## src/rtl/uart_rx_ctrl_pkg.sv

```systemverilog
// Shared types and constants for the UART receive controller and its sampler.
package uart_rx_ctrl_pkg;

    typedef enum logic [2:0] {
        IDLE   = 3'd0,
        START  = 3'd1,
        DATA   = 3'd2,
        PARITY = 3'd3,
        STOP   = 3'd4
    } rx_state_e;

    localparam int unsigned PRESC_8  = 8;
    localparam int unsigned PRESC_16 = 16;
    localparam int unsigned PRESC_32 = 32;

    // Offsets relative to Prescale/2: three captures, the vote, and the cycle the vote is visible
    localparam int unsigned SMP_OFS_EARLY = 1;
    localparam int unsigned SMP_OFS_LATE  = 1;
    localparam int unsigned SMP_OFS_DEC   = 2;
    localparam int unsigned SMP_OFS_RDY   = 3;

    function automatic int unsigned presc_legal(input int unsigned presc);
        if (presc == PRESC_16 || presc == PRESC_32) begin
            return presc;
        end
        return PRESC_8;
    endfunction

endpackage

```

## src/rtl/uart_rx_sampler.sv

```systemverilog
// Oversampling edge counter with three mid-bit captures and a 2-of-3 majority vote.
module uart_rx_sampler
    import uart_rx_ctrl_pkg::*;
#(
    parameter int unsigned PRESC_W = 6
) (
    input  logic               CLK,
    input  logic               RST,
    input  logic               rx_i,
    input  logic               run_i,
    input  logic [PRESC_W-1:0] presc_i,
    output logic [PRESC_W-1:0] edge_cnt_o,
    output logic               sampled_bit_o
);

    logic [PRESC_W-1:0] edge_cnt_q, edge_cnt_d;
    logic [2:0]         smp_q, smp_d;
    logic               sampled_bit_q, sampled_bit_d;

    logic [PRESC_W-1:0] half_c;
    logic [PRESC_W-1:0] pt_early_c;
    logic [PRESC_W-1:0] pt_late_c;
    logic [PRESC_W-1:0] pt_dec_c;

    always_comb begin
        half_c        = presc_i >> 1;
        pt_early_c    = half_c - PRESC_W'(SMP_OFS_EARLY);
        pt_late_c     = half_c + PRESC_W'(SMP_OFS_LATE);
        pt_dec_c      = half_c + PRESC_W'(SMP_OFS_DEC);

        edge_cnt_d    = edge_cnt_q;
        smp_d         = smp_q;
        sampled_bit_d = sampled_bit_q;

        if (!run_i) begin
            edge_cnt_d = '0;
        end else begin
            if (edge_cnt_q == presc_i - PRESC_W'(1)) begin
                edge_cnt_d = '0;
            end else begin
                edge_cnt_d = edge_cnt_q + PRESC_W'(1);
            end
            if (edge_cnt_q == pt_early_c) smp_d[0] = rx_i;
            if (edge_cnt_q == half_c)     smp_d[1] = rx_i;
            if (edge_cnt_q == pt_late_c)  smp_d[2] = rx_i;
            if (edge_cnt_q == pt_dec_c) begin
                sampled_bit_d = (smp_q[0] & smp_q[1]) | (smp_q[0] & smp_q[2]) |
                                (smp_q[1] & smp_q[2]);
            end
        end
    end

    always_ff @(posedge CLK or negedge RST) begin
        if (!RST) begin
            edge_cnt_q    <= '0;
            smp_q         <= '0;
            sampled_bit_q <= 1'b0;
        end else begin
            edge_cnt_q    <= edge_cnt_d;
            smp_q         <= smp_d;
            sampled_bit_q <= sampled_bit_d;
        end
    end

    assign edge_cnt_o    = edge_cnt_q;
    assign sampled_bit_o = sampled_bit_q;

endmodule

```

## src/rtl/uart_rx_ctrl.sv

```systemverilog
// UART receive controller: frame FSM, bit counter and deserializer around uart_rx_sampler.
// Define UART_RX_STRT_GLITCH_CHK_EN to drop start bits that vote high.
module uart_rx_ctrl
    import uart_rx_ctrl_pkg::*;
#(
    parameter int unsigned DATA_W  = 8,
    parameter int unsigned PRESC_W = 6
) (
    input  logic               CLK,
    input  logic               RST,
    input  logic               RX_IN,
    input  logic               PAR_EN,
    input  logic [PRESC_W-1:0] Prescale,
    input  logic               par_err,
    output logic               sampled_bit,
    output logic               par_chk_en,
    output logic               par_deassert,
    output logic [DATA_W-1:0]  P_DATA,
    output logic               data_valid,
    output logic               stp_err
);

    localparam int unsigned BIT_CNT_W = $clog2(DATA_W + 3);

    rx_state_e            state_q, state_d;
    logic [BIT_CNT_W-1:0] bit_cnt_q, bit_cnt_d;
    logic [DATA_W-1:0]    p_data_q, p_data_d;
    logic [PRESC_W-1:0]   presc_q, presc_d;
    logic                 par_en_q, par_en_d;
    logic                 par_flag_q, par_flag_d;
    logic                 par_chk_en_q, par_chk_en_d;
    logic                 par_deassert_q, par_deassert_d;
    logic                 data_valid_q, data_valid_d;
    logic                 stp_err_q, stp_err_d;

    logic [PRESC_W-1:0]   edge_cnt;
    logic                 smp_bit;
    logic                 run_c;
    logic                 start_c;
    logic                 last_c;
    logic                 dec_c;
    logic                 rdy_c;
    logic [PRESC_W-1:0]   half_c;

    assign run_c = (state_q != IDLE);

    uart_rx_sampler #(
        .PRESC_W (PRESC_W)
    ) u_sampler (
        .CLK           (CLK),
        .RST           (RST),
        .rx_i          (RX_IN),
        .run_i         (run_c),
        .presc_i       (presc_q),
        .edge_cnt_o    (edge_cnt),
        .sampled_bit_o (smp_bit)
    );

    // Bit-time landmarks: last edge, vote edge, and first cycle the vote is visible
    always_comb begin
        half_c = presc_q >> 1;
        last_c = (edge_cnt == presc_q - PRESC_W'(1));
        dec_c  = (edge_cnt == half_c + PRESC_W'(SMP_OFS_DEC));
        rdy_c  = (edge_cnt == half_c + PRESC_W'(SMP_OFS_RDY));
    end

    always_comb begin
        state_d        = state_q;
        bit_cnt_d      = bit_cnt_q;
        p_data_d       = p_data_q;
        presc_d        = presc_q;
        par_en_d       = par_en_q;
        par_flag_d     = par_flag_q;
        par_chk_en_d   = 1'b0;
        par_deassert_d = 1'b0;
        data_valid_d   = 1'b0;
        stp_err_d      = stp_err_q;
        start_c        = 1'b0;

        case (state_q)
            IDLE: begin
                if (!RX_IN) start_c = 1'b1;
            end
            START: begin
                if (last_c) begin
                    state_d   = DATA;
                    bit_cnt_d = bit_cnt_q + BIT_CNT_W'(1);
                end
`ifdef UART_RX_STRT_GLITCH_CHK_EN
                if (rdy_c && smp_bit) state_d = IDLE;
`endif
            end
            DATA: begin
                if (rdy_c) p_data_d = {smp_bit, p_data_q[DATA_W-1:1]};
                if (last_c) begin
                    bit_cnt_d = bit_cnt_q + BIT_CNT_W'(1);
                    if (bit_cnt_q == BIT_CNT_W'(DATA_W)) begin
                        state_d = par_en_q ? PARITY : STOP;
                    end
                end
            end
            PARITY: begin
                if (dec_c) par_chk_en_d = 1'b1;
                if (last_c) begin
                    par_flag_d = par_err;
                    bit_cnt_d  = bit_cnt_q + BIT_CNT_W'(1);
                    state_d    = STOP;
                end
            end
            STOP: begin
                if (rdy_c) begin
                    stp_err_d    = ~smp_bit;
                    data_valid_d = smp_bit & (~par_en_q | ~par_flag_q);
                end
                // A low line on the final edge is the next start bit; take it without an idle cycle
                if (last_c) begin
                    state_d = IDLE;
                    if (!RX_IN) start_c = 1'b1;
                end
            end
            default: state_d = IDLE;
        endcase

        if (start_c) begin
            state_d        = START;
            bit_cnt_d      = '0;
            presc_d        = PRESC_W'(presc_legal(32'(Prescale)));
            par_en_d       = PAR_EN;
            par_flag_d     = 1'b0;
            par_deassert_d = 1'b1;
            stp_err_d      = 1'b0;
        end
    end

    always_ff @(posedge CLK or negedge RST) begin
        if (!RST) begin
            state_q        <= IDLE;
            bit_cnt_q      <= '0;
            p_data_q       <= '0;
            presc_q        <= PRESC_W'(PRESC_8);
            par_en_q       <= 1'b0;
            par_flag_q     <= 1'b0;
            par_chk_en_q   <= 1'b0;
            par_deassert_q <= 1'b0;
            data_valid_q   <= 1'b0;
            stp_err_q      <= 1'b0;
        end else begin
            state_q        <= state_d;
            bit_cnt_q      <= bit_cnt_d;
            p_data_q       <= p_data_d;
            presc_q        <= presc_d;
            par_en_q       <= par_en_d;
            par_flag_q     <= par_flag_d;
            par_chk_en_q   <= par_chk_en_d;
            par_deassert_q <= par_deassert_d;
            data_valid_q   <= data_valid_d;
            stp_err_q      <= stp_err_d;
        end
    end

    assign sampled_bit  = smp_bit;
    assign par_chk_en   = par_chk_en_q;
    assign par_deassert = par_deassert_q;
    assign P_DATA       = p_data_q;
    assign data_valid   = data_valid_q;
    assign stp_err      = stp_err_q;

endmodule
```

## config.mk

```make
export PLATFORM = sky130hd
export DESIGN_NAME = uart_rx_ctrl
export DESIGN_NICKNAME = d
export VERILOG_FILES = /design/src/rtl/uart_rx_ctrl_pkg.sv /design/src/rtl/uart_rx_sampler.sv /design/src/rtl/uart_rx_ctrl.sv
export SDC_FILE = /design/constraint.sdc
export NUM_CORES = 1
export LEC_CHECK = 0
export ABC_AREA = 1
export BUFFER_PORTS_ARGS = -buffer_cell sky130_fd_sc_hd__buf_2
export CORE_MARGIN = 2
export CORE_UTILIZATION = 55
export CTS_BUF_LIST = sky130_fd_sc_hd__clkbuf_8 sky130_fd_sc_hd__clkbuf_16
export CTS_CLUSTER_SIZE = 10
export DETAILED_ROUTE_END_ITERATION = 16
export GPL_ROUTABILITY_DRIVEN = 0
export PLACE_DENSITY = 0.79
export SLEW_MARGIN = 15
export SYNTH_ARGS = -nofsm -noshare
export SYNTH_HDL_FRONTEND = slang
export SYNTH_HIERARCHICAL = 1
export SYNTH_SLANG_ARGS = --single-unit
```

## constraint.sdc

```tcl
create_clock -name CLK -period 2.8 [get_ports CLK]
set_input_delay 0.42 -clock CLK [delete_from_list [all_inputs] [get_ports CLK]]
set_output_delay 0.42 -clock CLK [all_outputs]
set_load 0.01 [all_outputs]
```

After elaboration in Yosys (flattened, before gate mapping)

Index checks and enable logic that the tools add are counted.

Bits in registers: 37
Output and inout bits: 13

Add/subtract/negate cells: 7
Equal/unequal tests: 19
Multiplexer cells: 31
Bitwise gates (word level): 10
Reduce and logical (&&, ||, !) cells: 18

Operator list:

| operator              | number |
|---|---|
| $eq A6 B6 Y1          | 5 |
| $mux W6               | 4 |
| $mux W3               | 7 |
| $reduce_and A2 Y1     | 8 |
| $mux W1               | 15 |
| $ne A3 B3 Y1 const B  | 5 |
| $pmux W3 S5           | 1 |
| $add A5 B2 Y6 const B | 2 |
| $mux W4               | 3 |
| $reduce_bool A2 Y1    | 5 |
| $add A5 B1 Y6 const B | 1 |
| $add A6 B1 Y6 const B | 1 |
| $eq A3 B2 Y1 const B  | 2 |
| $eq A6 B5 Y1          | 1 |
| $eq A6 B5 Y1 const B  | 1 |
| $eq A6 B6 Y1 const B  | 1 |
| $reduce_and A6 Y1     | 1 |
| $sub A5 B1 Y6 const B | 1 |
| $sub A6 B1 Y6 const B | 1 |
| $add A4 B1 Y4 const B | 1 |
| $and A1 B1 Y1         | 4 |
| $eq A4 B4 Y1 const B  | 1 |
| $eq A3 B1 Y1 const B  | 1 |
| $eq A3 B3 Y1 const B  | 1 |
| other kinds (8)       | 12 |

Depth between registers and ports, before layout

Depth in word-level cells: 6
Gate-level depth with buffers: 15
Depth with buffers taken out: 15

By module

Netlist, hierarchy kept.

Modules (own cells, without submodules):

| module          | times used | cells an instance | area an instance (µm²) | sequential area each (µm²) |
|---|---|---|---|---|
| uart_rx_ctrl    | 1          | 245               | 1839.3                 | 676.9 |
| uart_rx_sampler | 1          | 189               | 1133.6                 | 250.2 |

Worst setup path after synthesis

Ideal clock, no wire load.

Kind: reg-to-reg
From: register presc_q[2]
To: register p_data_q[1], in the netlist P_DATA[1]
Library setup time: 118 ps
Arrival: 1766 ps
Data required time: 2682 ps
Slack: 915 ps
Stages on the path, launching flop included: 14
Buffers on the path: 1
Cells stage by stage: dfrtp_1 inv_2 ha_1 inv_1 nand2_1 nor2_2 nand3_1 nand2_1 nand2_2 nor2_4 nand3_4 buf_6 nand2_1 o21ai_2

Longest elaborated chain between the ends: 3

Ends and longest elaborated chain:

| item                               | RTL line            | RTL |
|---|---|---|
| start: declaration                 | uart_rx_ctrl.sv:28  | `logic [PRESC_W-1:0] presc_q, presc_d;` |
| start signal: assignment           | uart_rx_ctrl.sv:140 | `presc_q <= PRESC_W'(PRESC_8);` |
| start signal: assignment           | uart_rx_ctrl.sv:151 | `presc_q <= presc_d;` |
| $add A5 B2 Y6                      | uart_rx_ctrl.sv:64  | `rdy_c = (edge_cnt == half_c + PRESC_W'(SMP_OFS_RDY));` |
| $eq A6 B6 Y1                       | uart_rx_ctrl.sv:64  |  |
| $reduce_and A2 Y1 (no source line) | n/a                 |  |
| end signal: assignment             | uart_rx_ctrl.sv:150 | `p_data_q <= p_data_d;` |
| end: declaration                   | uart_rx_ctrl.sv:27  | `logic [DATA_W-1:0] p_data_q, p_data_d;` |

No other way between the ends.
A chain may end at the register's enable or synchronous reset.

Final worst setup path

From: register presc_q[1]
To: register presc_q[5]

Longest elaborated chain between the ends: 4

Ends and longest elaborated chain:

| item          | RTL line            | RTL |
|---|---|---|
| $sub A6 B1 Y6 | uart_rx_ctrl.sv:62  | `last_c = (edge_cnt == presc_q - PRESC_W'(1));` |
| $eq A6 B6 Y1  | uart_rx_ctrl.sv:62  |  |
| $mux W1       | uart_rx_ctrl.sv:116 | `if (last_c) begin` |
| $pmux W1 S2   | uart_rx_ctrl.sv:80  | `case (state_q)` |

No other way between the ends.

==> summary.txt <==
STA
  – Slew at the pin closest to its max-slew limit: between 800 and 900 ps
  – Max Clk Rate: 444 MHz
  – Slew Limit Fails: 0
  – Final WS setup: 548 ps
  – Skew final: 4.68 ps
  – Final Hold Viols: 0
  – Period utilization: 80.4%
  – Setup TNS: 0 ps
  – Final Critical Period: 2250 ps
  – Final setup fails: 0
  – Rel. slew slack: 45.0%
  – RSZ-0062 raised after global routing: no

Global routing
  – Largest net degree at the start of global routing: 38
  – Number of global-route vias before repair: between 2k and 3k
  – Global-route layer with the greatest usage: met2
  – Met1 usage: 30.3%
  – Initial antenna violation count: 0
  – GRT overflow: 0
  – Met3 Use GR: 6.05%
  – Met2 GRT Util: 39.0%
  – GRT Overall Usage: 23.6%
  – First-pass GRT wire length: around 11 mm

Placement
  – Placed Cells incl. Taps: 521
  – PortBufs: 23
  – DP Worst Slack: 600 ps
  – DPL Wire Length: 5.04 mm

Clocking
  – Setup bufs post-CTS: 0
  – # hold bufs at CTS: 0
  – Reg clk slew, reported paths: 70 ps
  – CTS buffer count: 5
  – Clock root buffer: clkbuf_8
  – TritonCTS clock tree: yes
  – CTS Buffer Depth: 2
  – Post-cts repair resize count: 0
  – Clock sink total: 37
  – Clk_lat worst skew: 290 ps
  – CTS H-Tree Depth: 2

Synth
  – Share of the synthesized area in the top cell type: between 30% and 40%
  – EDFF count, synth: 0
  – Seq cells post-synth: 37
  – Ys Warns: 6
  – Primary FF master, synth: dfrtp_1
  – Synthesized area per cell: between 6 and 7 sq um
  – Top post-synthesis cells by area: dfrtp_1, nand2_1, inv_1, ha_1, nor2_1
  – Post-Syn Area: 2970 sq um
  – Ys async rst share: 100%
  – Cell count after synthesis: 434
  – Post-synth cell types: 38
  – Register area share after synthesis: 31.2%
  – Synth area leader: dfrtp_1
  – Syn Nets: 461

Floorplanning
  – Core ar.: 5170 sq um
  – IO Count: 24
  – Die extent in x: 77.5 microns
  – Die H: 77.5 microns
  – Rows: 26
  – Starting Density: 57.5%
  – DIE AREA: 6010 sq um

Detailed routing
  – Final wirelength: 6.60 mm
  – DRC violations left: 0
  – Routed Antenna Nets: 0
  – Vias per cell: between 5 and 6
  – Drt pass-1 iters: 4
  – Drt initial violations: between 200 and 300
  – Routed wire per std cell: 12.5 microns
  – Vias: 2705

Layout
  – Antenna Cells: 0
  – Proportion of layout cells with a drive suffix above 1: 15.7%
  – Final net count: 485
  – Cell Count, Final, Fillers Out: 529
  – Area Overhead vs Synth: 8.50%

Setup path
  – Crit path required time: 3020 ps
  – Worst setup SP type: flip-flop
  – Arrival time at the worst endpoint: 2470 ps
  – Crit path capture type: flip-flop
  – R2R Path Start: presc_q[1]
  – Crit Path Class: reg -> reg
  – Reg2reg path depth: 11
  – Critical path launch point: presc_q[1]
  – Worst-path fanout max: 14

Pwr
  – Total power: 2.75 mW
  – Pwr per Cell Area: 854 nW/um^2
  – Leakage: about 1.8 nW
  – Peak VDD IR: 0.000339 V

Outcome
  – Run status: finished clean

Min path
  – Tightest Hold Check Type: in -> async

Flow run
  – Maxcap violations: 0
==> final timing paths <==
| path | end | slack (ps) |
|---|---|---|
| max reg2reg | presc_q[5] | 550 |
| max in group asynchronous | u_sampler/edge_cnt_o[0] | 2060 |
| min in group CLK | par_en_q | 350 |
| min | u_sampler/smp_q[1] | 230 |
| max | presc_q[5] | 550 |
| min reg2reg | data_valid | 480 |
==> flip-flops by register name, indices dropped and copies added, names as in the netlist, 3 cells and up <==
name                  count
state_q                   3
P_DATA                    8
u_sampler/edge_cnt_o      6
bit_cnt_q                 4
presc_q                   6
u_sampler/smp_q           3
==> power by group <==
group / switching (mW) / leakage, nW / internal, mW
clock: 0.184 / 0.0542 / 0.222
sequential: 0.240 / 0.489 / 0.674
combinational: 0.921 / 1.22 / 0.514
==> per-layer routing <==
metal	vias to the layer above	wire length (microns)
li1	1387	-
met1	1230	2960
met2	71	3140
met3	17	354
met4	0	143
met5	-	0
==> critical path, stage by stage (launching register included) <==
cell and delay [ps]:
dfrtp_1 550, inv_1 150, ha_1 250, inv_1 100, nand2_1 60, nand3_1 80
nand2_1 120, nor2_4 120, nand4_4 130, a21boi_4 420, nand2_1 120, o21ai_2 80
==> final cells by class <==
class / instances / area [sq um]
clock buffers: 7 / 96.3
clock inverters: 1 / 5.00
fillers: 452 / 1950
inverters: 70 / 263
multi-input cells: 321 / 1730
flip-flops and latches: 37 / 927
well taps: 70 / 87.6
repair buffers: 23 / 115
==> synth_stat cells, drive strengths merged, types with 2 or more instances <==
library cell	count
a21oi	10
buf	4
clkbuf	2
dfrtp	36
ha	16
inv	69
nand2	151
nand3	34
nand4	7
nor2	50
nor3	7
o21ai	15
xnor2	7
xor2	15
==> layout by cell type, fill, tap and decap left out, types with 2 or more instances in the layout <==
cell type / netlist / routed
a21oi_1: 6 / 6
inv_1: 61 / 61
nor2_4: 2 / 2
nor2_1: 43 / 43
nand2_1: 143 / 143
nor3_1: 6 / 6
nand3_1: 32 / 32
o21ai_2: 6 / 6
nand4_1: 6 / 6
inv_2: 8 / 8
nand2_2: 8 / 8
o21ai_0: 7 / 7
xor2_1: 14 / 14
o21ai_1: 2 / 2
nor2_2: 5 / 5
ha_1: 16 / 16
buf_2: 0 / 23
a21oi_2: 4 / 4
xnor2_1: 7 / 7
clkbuf_8: 0 / 7
dfrtp_1: 36 / 36
==> kinds of logic (layout without fill, tap and decap cells) <==
kind of cell | Yosys count | in the layout | share of synthesized area [%]
fa+ha+maj | 17 | 17 | 7.07
flops | 37 | 37 | 31.2
xor+xnor | 22 | 22 | 6.73
compound gates | 29 | 29 | 6.90
simple gates | 253 | 253 | 37.5
buf+inv | 76 | 101 | 10.6
==> stage by stage <==
stage / cell area, sq um / hold slack, ps / utilization, %
floorplan: 2970 / 124 / -
global placement: 3120 / 448 / 60.4
detailed placement: 3120 / 468 / 60.4
CTS: 3230 / 253 / 62.4
global route: 3230 / 294 / 62.4
finish: 3230 / 226 / 62.4
(Power assumes the default switching activity.)
